`src/rtl/sram_pkg.sv`:
```
// Shared types and size helpers for the single-port SRAM with init/clear sweep.
package sram_pkg;

    // INIT: power-up sweep, IDLE: accepting accesses, CLEAR: requested sweep
    typedef enum logic [1:0] {
        INIT  = 2'd0,
        IDLE  = 2'd1,
        CLEAR = 2'd2
    } state_t;

    // Number of entries addressed by an address bus of the given width.
    function automatic int ram_depth(input int addr_width);
        return 1 << addr_width;
    endfunction

    // Bits covered by one write-enable lane; lane 0 sits at the LSBs.
    function automatic int lane_width(input int data_width, input int wmask_width);
        return data_width / wmask_width;
    endfunction

endpackage

```
`src/rtl/sram_sp_init_array_if.sv`:
```
// Access bus of the SRAM: chip select, write enable, lane mask, address,
// data in/out, clear request and ready.
interface sram_sp_init_array_if #(
    parameter int DATA_WIDTH  = 23,
    parameter int ADDR_WIDTH  = 5,
    parameter int WMASK_WIDTH = 1
) ();

    logic                   csb0;
    logic                   web0;
    logic [WMASK_WIDTH-1:0] wmask0;
    logic [ADDR_WIDTH-1:0]  addr0;
    logic [DATA_WIDTH-1:0]  din0;
    logic                   clr0;
    logic [DATA_WIDTH-1:0]  dout0;
    logic                   ready0;

    modport master (
        output csb0, web0, wmask0, addr0, din0, clr0,
        input  dout0, ready0
    );

    modport slave (
        input  csb0, web0, wmask0, addr0, din0, clr0,
        output dout0, ready0
    );

endinterface

```
`src/rtl/sram_sp_core.sv`:
```
// Storage array: one write port with per-lane mask and a registered read.
// Only the read register is reset; array contents are left undefined.
module sram_sp_core
    import sram_pkg::*;
#(
    parameter int DATA_WIDTH  = 23,
    parameter int ADDR_WIDTH  = 5,
    parameter int WMASK_WIDTH = 1
) (
    input  logic                   clk,
    input  logic                   rst_n,
    input  logic                   i_we,
    input  logic [WMASK_WIDTH-1:0] i_wmask,
    input  logic [ADDR_WIDTH-1:0]  i_addr,
    input  logic [DATA_WIDTH-1:0]  i_wdata,
    input  logic                   i_re,
    output logic [DATA_WIDTH-1:0]  o_rdata
);

    localparam int RAM_DEPTH = ram_depth(ADDR_WIDTH);
    localparam int LANE_W    = lane_width(DATA_WIDTH, WMASK_WIDTH);

    logic [DATA_WIDTH-1:0] r_mem [RAM_DEPTH];
    logic [DATA_WIDTH-1:0] r_rdata;

    // Masked write: each enabled lane of the addressed word takes its slice of the write data
    always_ff @(posedge clk) begin
        if (i_we) begin
            for (int i = 0; i < WMASK_WIDTH; i++) begin
                if (i_wmask[i]) begin
                    r_mem[i_addr][i*LANE_W +: LANE_W] <= i_wdata[i*LANE_W +: LANE_W];
                end
            end
        end
    end

    // Read register: loads only on a read, otherwise holds its last value
    always_ff @(posedge clk) begin
        if (!rst_n) begin
            r_rdata <= '0;
        end else if (i_re) begin
            r_rdata <= r_mem[i_addr];
        end
    end

    assign o_rdata = r_rdata;

endmodule

```
`src/rtl/sram_sp_init_array.sv`:
```
// Single-port SRAM wrapper that sweeps INIT_VALUE into every entry after
// reset and on a clear request, and gates host accesses while sweeping.
//
// state | meaning
// ------+---------------------------------------------------------------
// INIT  | post-reset sweep, one entry per cycle, accesses ignored
// IDLE  | ready0=1, host reads/writes accepted, clr0 starts a sweep
// CLEAR | requested sweep, same as INIT, further clr0 ignored
module sram_sp_init_array
    import sram_pkg::*;
#(
    parameter int                    DATA_WIDTH  = 23,
    parameter int                    ADDR_WIDTH  = 5,
    parameter int                    WMASK_WIDTH = 1,
    parameter logic [DATA_WIDTH-1:0] INIT_VALUE  = '0
) (
    input logic                 clk0,
    input logic                 rst0_n,
    sram_sp_init_array_if.slave bus
);

    localparam int                    RAM_DEPTH = ram_depth(ADDR_WIDTH);
    localparam logic [ADDR_WIDTH-1:0] LAST_ADDR = ADDR_WIDTH'(RAM_DEPTH - 1);

    state_t                 r_state;
    state_t                 w_state_nxt;
    logic [ADDR_WIDTH-1:0]  r_cnt;

    logic                   w_ready;
    logic                   w_sweep;
    logic                   w_accept;
    logic                   w_we;
    logic                   w_re;
    logic [WMASK_WIDTH-1:0] w_wmask;
    logic [ADDR_WIDTH-1:0]  w_addr;
    logic [DATA_WIDTH-1:0]  w_wdata;
    logic [DATA_WIDTH-1:0]  w_rdata;

    // State register
    always_ff @(posedge clk0) begin
        if (!rst0_n) begin
            r_state <= INIT;
        end else begin
            r_state <= w_state_nxt;
        end
    end

    // Next state: sweeps end after the last entry; clr0 only matters in IDLE
    always_comb begin
        w_state_nxt = r_state;
        case (r_state)
            INIT, CLEAR: begin
                if (r_cnt == LAST_ADDR) begin
                    w_state_nxt = IDLE;
                end
            end
            IDLE: begin
                if (bus.clr0) begin
                    w_state_nxt = CLEAR;
                end
            end
            default: w_state_nxt = INIT;
        endcase
    end

    // State outputs: ready while idle, sweeping in INIT and CLEAR
    always_comb begin
        w_ready = 1'b0;
        w_sweep = 1'b0;
        case (r_state)
            IDLE:        w_ready = 1'b1;
            INIT, CLEAR: w_sweep = 1'b1;
            default:     ;
        endcase
    end

    // Sweep counter: advances once per sweep cycle and rolls back to 0 after the last entry
    always_ff @(posedge clk0) begin
        if (!rst0_n) begin
            r_cnt <= '0;
        end else if (w_sweep) begin
            r_cnt <= r_cnt + 1'b1;
        end else begin
            r_cnt <= '0;
        end
    end

    assign w_accept = w_ready & ~bus.csb0;

    // Port/sweep mux: the sweep owns the write port; nothing reaches the array during reset
    always_comb begin
        w_wmask = bus.wmask0;
        w_addr  = bus.addr0;
        w_wdata = bus.din0;
        w_we    = w_accept & ~bus.web0;
        w_re    = w_accept & bus.web0;
        if (w_sweep) begin
            w_wmask = '1;
            w_addr  = r_cnt;
            w_wdata = INIT_VALUE;
            w_we    = 1'b1;
            w_re    = 1'b0;
        end
        if (!rst0_n) begin
            w_we = 1'b0;
            w_re = 1'b0;
        end
    end

    sram_sp_core #(
        .DATA_WIDTH  (DATA_WIDTH),
        .ADDR_WIDTH  (ADDR_WIDTH),
        .WMASK_WIDTH (WMASK_WIDTH)
    ) u_core (
        .clk     (clk0),
        .rst_n   (rst0_n),
        .i_we    (w_we),
        .i_wmask (w_wmask),
        .i_addr  (w_addr),
        .i_wdata (w_wdata),
        .i_re    (w_re),
        .o_rdata (w_rdata)
    );

    assign bus.dout0  = w_rdata;
    assign bus.ready0 = w_ready;

endmodule

```
`src/flat_wrapper.sv`:
```
// flat-port wrapper written by rule: the top's interface ports become plain ports
module sram_sp_init_array_flat import sram_pkg::*;
#(
    parameter int                    DATA_WIDTH  = 23,
    parameter int                    ADDR_WIDTH  = 5,
    parameter int                    WMASK_WIDTH = 1,
    parameter logic [DATA_WIDTH-1:0] INIT_VALUE  = '0
)
  (clk0, rst0_n, bus_csb0, bus_web0, bus_wmask0, bus_addr0, bus_din0, bus_clr0, bus_dout0, bus_ready0);
  sram_sp_init_array_if #(.DATA_WIDTH(DATA_WIDTH), .ADDR_WIDTH(ADDR_WIDTH), .WMASK_WIDTH(WMASK_WIDTH)) bus_i ();
  input logic clk0;
  input logic rst0_n;
  input wire logic [$bits(bus_i.csb0)-1:0] bus_csb0;
  input wire logic [$bits(bus_i.web0)-1:0] bus_web0;
  input wire logic [$bits(bus_i.wmask0)-1:0] bus_wmask0;
  input wire logic [$bits(bus_i.addr0)-1:0] bus_addr0;
  input wire logic [$bits(bus_i.din0)-1:0] bus_din0;
  input wire logic [$bits(bus_i.clr0)-1:0] bus_clr0;
  output wire logic [$bits(bus_i.dout0)-1:0] bus_dout0;
  output wire logic [$bits(bus_i.ready0)-1:0] bus_ready0;
  assign bus_i.csb0 = bus_csb0;
  assign bus_i.web0 = bus_web0;
  assign bus_i.wmask0 = bus_wmask0;
  assign bus_i.addr0 = bus_addr0;
  assign bus_i.din0 = bus_din0;
  assign bus_i.clr0 = bus_clr0;
  assign bus_dout0 = bus_i.dout0;
  assign bus_ready0 = bus_i.ready0;
  sram_sp_init_array #(.DATA_WIDTH(DATA_WIDTH), .ADDR_WIDTH(ADDR_WIDTH), .WMASK_WIDTH(WMASK_WIDTH), .INIT_VALUE(INIT_VALUE)) u_core (.clk0(clk0), .rst0_n(rst0_n), .bus(bus_i));
endmodule
```
`config.mk`:
```
export PLATFORM = sky130hd
export DESIGN_NAME = sram_sp_init_array_flat
export DESIGN_NICKNAME = d
export VERILOG_FILES = /design/src/rtl/sram_pkg.sv /design/src/rtl/sram_sp_init_array_if.sv /design/src/rtl/sram_sp_core.sv /design/src/rtl/sram_sp_init_array.sv /design/src/flat_wrapper.sv
export SDC_FILE = /design/constraint.sdc
export NUM_CORES = 1
export LEC_CHECK = 0
export BUFFER_PORTS_ARGS = -buffer_cell sky130_fd_sc_hd__clkbuf_2
export CAP_MARGIN = 40
export CORE_UTILIZATION = 41
export CTS_BUF_LIST = sky130_fd_sc_hd__clkbuf_16
export DETAILED_ROUTE_END_ITERATION = 7
export PLACE_DENSITY = 0.55
export SLEW_MARGIN = 10
export SYNTH_ARGS = -nofsm -noshare
export SYNTH_HDL_FRONTEND = slang
export SYNTH_HIERARCHICAL = 1
export SYNTH_SLANG_ARGS = --single-unit
```
`constraint.sdc`:
```
create_clock -name clk0 -period 6.25 [get_ports clk0]
set_input_delay 1.25 -clock clk0 [delete_from_list [all_inputs] [get_ports clk0]]
set_output_delay 1.25 -clock clk0 [all_outputs]
set_load 0.01 [all_outputs]
```
After elaboration in Yosys (flattened, before gate mapping):

Memories as Yosys holds them, arrays and structs flattened. A register that Yosys moved wholly into a read port is not among the register bits.
Index checks and enable logic that the tools add are counted.
W data, S select, Z words.

* bits in registers: 7
* memories kept: 1
* ROM bits: 0
* memory bits (writable): 736
* latch bits: 0

* equal/unequal tests: 5
* shift-type cells: 0
* magnitude comparators: 0
* add/sub/neg operators: 1
* reductions and logical operators: 5
* bitwise gates (word level): 5
* multiply operators: 0
* divide/modulo/power cells: 0
* mux-type cells: 15

Memory list
* u_core.u_core.r_mem: words 32, width 23, read ports 1, clocked after Yosys merged registers in 1, wr ports 1, RTL line sram_sp_core.sv:23 `logic [DATA_WIDTH-1:0] r_mem [RAM_DEPTH];`

Operators with widths (number)
* $mux W23: 1
* $mux W1: 10
* $add A5 B1 Y5 const B: 1
* $eq A5 B5 Y1 const B: 1
* $mux W5: 1
* $mux W2: 2
* $pmux W2 S2: 1
* $reduce_and A2 Y1: 2
* $and A1 B1 Y1: 3
* $eq A2 B1 Y1 const B: 1
* $eq A2 B2 Y1 const B: 1
* $logic_not A2 Y1: 1
* $ne A2 B1 Y1 const B: 1
* $ne A2 B2 Y1 const B: 1
* $not A1 Y1: 2
* $reduce_or A2 Y1: 1
* $logic_not A1 Y1: 1

Longest topological paths before layout:

* depth after elaboration: 8
* gate-level depth with buffers: 11
* gate-level depth less buffers: 6

Modules after synthesis:

Netlist, hierarchy kept.

Modules (own cells, without submodules)
* sram_sp_core: area each 29044.1 um^2, cells an instance 1487, times used 1
* sram_sp_init_array: area each 543.0 um^2, cells an instance 66, times used 1

Worst setup path before layout:

OpenSTA, ideal clock, no wires.

* kind: input-to-reg
* from: in bus_addr0[1]
* to: mem u_core.u_core.r_mem[29][0] (enable)
* stages: 7
* arrival: 3555 ps
* path slack: 2292 ps
* path through: mux2_2 buf_4 buf_6 buf_6 buf_4 nand4b_1 nor2_1

* longest elaborated chain between the ends: 1

RTL lines
* start: declaration: RTL line flat_wrapper.sv:16 `input wire logic [$bits(bus_i.addr0)-1:0] bus_addr0;`
* $mux W5: RTL line sram_sp_init_array.sv:97 `if (w_sweep) begin`
* end: declaration: RTL line sram_sp_core.sv:23

Every way passes these cells.

Worst setup path in the final report:

* from: reg u_core.r_state[0]
* to: reg u_core.u_core.r_rdata[7], in the netlist u_core/u_core/o_rdata[7] (read register of u_core.u_core.r_mem)

* elaborated cells between the ends (all ways): 11
* those cells by class: 2 x eq/ne; 5 x mux; 2 x bitwise; 2 x reduce/logical

RTL lines
* start: declaration: RTL line sram_sp_init_array.sv:25 `state_t r_state;`
* start signal: assignment: RTL line sram_sp_init_array.sv:44 `r_state <= w_state_nxt;`
* $eq A2 B2 Y1 / $logic_not A2 Y1 (equally long branches): RTL line sram_sp_init_array.sv:70 `case (r_state)`
* $reduce_or A2 Y1 *: RTL line sram_sp_init_array.sv:70
* $mux W1 *: RTL line sram_sp_init_array.sv:70
* $mux W5 *: RTL line sram_sp_init_array.sv:97
* named net u_core.w_addr[1]: RTL line sram_sp_init_array.sv:35 `logic [ADDR_WIDTH-1:0] w_addr;`
* end: declaration: RTL line sram_sp_core.sv:24 `logic [DATA_WIDTH-1:0] r_rdata;`

Mark *: on every way through the listed nets, which the timed path passes. The rest lies on a longest branch.
A chain may end at the register's enable or synchronous reset.

==> qor.txt <==
Outcome -> finished, violations left
Failing checks -> design-rule violations
CTS H-tree depth -> 3
Clk_lat worst skew -> 0.63 ns
Clock transition at path regs -> 0.06 ns
Area growth syn-to-layout -> 16.35%
Power Density -> 311.9 mW/mm²
Crit path max fanout -> 74
Fillers -> 5,914
First-pass GRT wire length -> 110.6 mm
Die area -> 0.07324 mm²
#FFs+latches synth -> 766
Number of global-route vias before repair -> 15,330
Worst VDD drop -> 0.0001714 V
CP Class -> register to register
# resized after CTS -> 0
Die Y-Extent -> 270.6 µm
Vias/cell -> 5.710
Ports -> 58
Antenna violations before repair -> 2
Die Wd -> 270.6 µm
Layout cells sized above 1 -> 21.19%
Hold WC Path Type -> register to register
Critical path startpoint category -> register
Final setup fails -> 0
Area contributors post-synth -> edfxtp_1 75%, mux2i_1 7.5%, mux4_2 5.6%
FP Rows -> 98
Final period utilization -> 62.67%
Worst Skew -> 0.02286 ns
DRT antenna net count -> 0
Maxcap violations -> 0
# hold bufs at CTS -> 0
CTS sink cnt -> 766
Mapped cell area -> 0.02959 mm²
TNS Setup -> 0 ns
WHS -> 0.4883 ns
Synth unique cells -> 55
CTS tree -> done
Syn nets -> 1,589
Final HPWL from detailed placement -> 47.97 mm
Post-synth EDFFs -> 736
Dominant synthesized flop cell -> edfxtp_1
Minimum clock period -> 3.917 ns
Total wire length -> 76.80 mm
Area leader, netlist -> edfxtp_1
I/O Buffers -> 57
Clock Tree Root -> clkbuf_16
Postcts setup bufs -> 0
First-pass DRT Iterations -> 7
Largest net degree at the start of global routing -> 75
RSZ-0062 raised after global routing -> false
Synthesized instance count -> 1,553
Actual slew at the worst max-slew pin -> 0.8868 ns
Avg Cell Area, Syn -> 19.05 µm²
Drt wl/cell -> 28.57 µm
Max-slew headroom -> 40.74%
Max Freq -> 255.3 MHz
CORE AREA -> 0.07149 mm²
FFs w/ async S/R, synth -> 0%
Synth warn -> 6
Worst Path Required -> 6.73 ns
Overall routing resource usage -> 21.11%
CP Capture Type -> register
Final Hold Fails -> 0
Arr. time, crit path -> 4.39 ns
Leakage power -> 11.64 nW
Starting DRT DRC Count -> 1,700
Fin nets -> 1,707
Initial core utilization -> 41.39%
Synth top area share -> 74.70%
CTS buffer count -> 80
Max-slew violation count -> 0
Grt ovf -> 0
RePlAce Congestion -> 0.8111
Remaining DRCs -> 2
Seq/Total Area, Yosys -> 76.73%
Maximum buffer depth of the clock tree -> 3
Vias -> 15,350
[worst paths after layout]
path	from	end	slack, ns	cells after the start
hold / removal	u_core/r_cnt[0]	u_core/r_cnt[0]	0.49	1
setup / recovery	u_core/r_state[0]	u_core/u_core/o_rdata[7]	2.33	6
setup reg to reg	u_core/r_state[0]	u_core/u_core/o_rdata[7]	2.33	6
hold reg to reg	u_core/r_cnt[0]	u_core/r_cnt[0]	0.49	1
[worst max-delay path, stage by stage, from the launching register on]
cell and delay (ns):
dfxtp_2 0.81, mux2_8 0.79, buf_4 0.78, mux2i_1 0.28
o22ai_1 0.10, nor4_1 0.66, a31oi_1 0.15
[area by class of cell]
class	count	area, µm²	share of cell area [%]
Clock buffer	82	2052	5.961
Timing Repair Buffer	127	1315	3.820
Inverter	5	18.77	0.05452
Antenna cell	1	2.502	0.007269
Sequential cell	766	22700	65.95
Tap cell	950	1189	3.453
Clock inverter	66	520.5	1.512
Multi-Input combinational cell	691	6624	19.24
[state kept, by name, indices dropped and copies added (netlist names)]
name and count:
u_core/r_cnt 5, u_core/u_core/r_mem 736, u_core/u_core/o_rdata 23, u_core/r_state 2
[cells in the final DEF (no fill, tap or decap), types with 4 or more instances in the layout]
master	instances
buf_4	32
buf_16	18
nand3_1	4
o221ai_1	4
nor4_1	18
mux2i_1	223
nor2b_1	15
buf_12	8
dfxtp_1	29
clkinv_2	24
a211oi_1	16
bufinv_16	7
buf_8	4
nor2_1	20
clkbuf_2	58
o22ai_1	86
nand2_1	14
a22o_1	5
o2bb2ai_1	6
a21oi_1	5
inv_1	17
clkbuf_16	82
edfxtp_1	736
nand4bb_1	6
a22oi_1	5
nand2b_1	5
clkinv_1	17
nor3_1	5
o21ai_0	51
nor2_4	32
and2_1	26
mux2_2	5
a31oi_1	22
mux4_2	73
[through the flow]
stage | area, µm² | power, W | instances | setup WS [ns] | utilization (%)
global placement | 31100 | 0.006184 | 2503 | 1.707 | 43.50
detailed placement | 31840 | 0.006197 | 2538 | 1.978 | 44.55
CTS | 34420 | 0.01084 | 2686 | 2.269 | 48.14
floorplan | 29590 | 0.006045 | 1553 | 2.292 | -
global route | 34420 | 0.01107 | 2687 | 2.029 | 48.15
finish | 34420 | 0.01074 | 2688 | 2.333 | 48.16
[power breakdown]
group	total (W)	internal [W]	leakage, nW	switching [W]
clock	0.00465	0.00268	1.33	0.00197
combinational	0.000508	0.000211	2.54	0.000297
sequential	0.00558	0.00557	7.78	0.00000780
total	0.0107	0.00847	11.6	0.00227
[metal layers]
layer / GRT usage [%] / vias up / share of wire (%)
li1: - / 6605 / -
met1: 30.72 / 8085 / 44
met2: 31.73 / 551 / 46
met3: 4.846 / 105 / 8.3
met4: 6.007 / 2 / 2.0
met5: 0 / - / 0.017
[cells by family (layout without fill, tap and decap cells)]
| group | Yosys count | after routing | synth area share (%) |
|---|---|---|---|
| AOI/OAI and AO/OA | 211 | 211 | 4.538 |
| xor gates and xnor gates | 1 | 1 | 0.02961 |
| adders and majority gates | 2 | 2 | 0.08456 |
| buffers and inverters | 96 | 280 | 1.810 |
| DFF | 766 | 766 | 76.73 |
| muxes | 303 | 303 | 13.37 |
| other | 0 | 1 | 0 |
| and+or+nand+nor | 174 | 174 | 3.442 |
[synth_stat cells, types with 18 or more instances]
master,number
edfxtp_1,736
mux2i_1,223
o22ai_1,86
mux4_2,73
nor2_1,53
o21ai_0,51
buf_2,41
dfxtp_1,30
and2_1,26
clkbuf_1,26
a31oi_1,22
nor4_1,18
(Power assumes the default switching activity.)
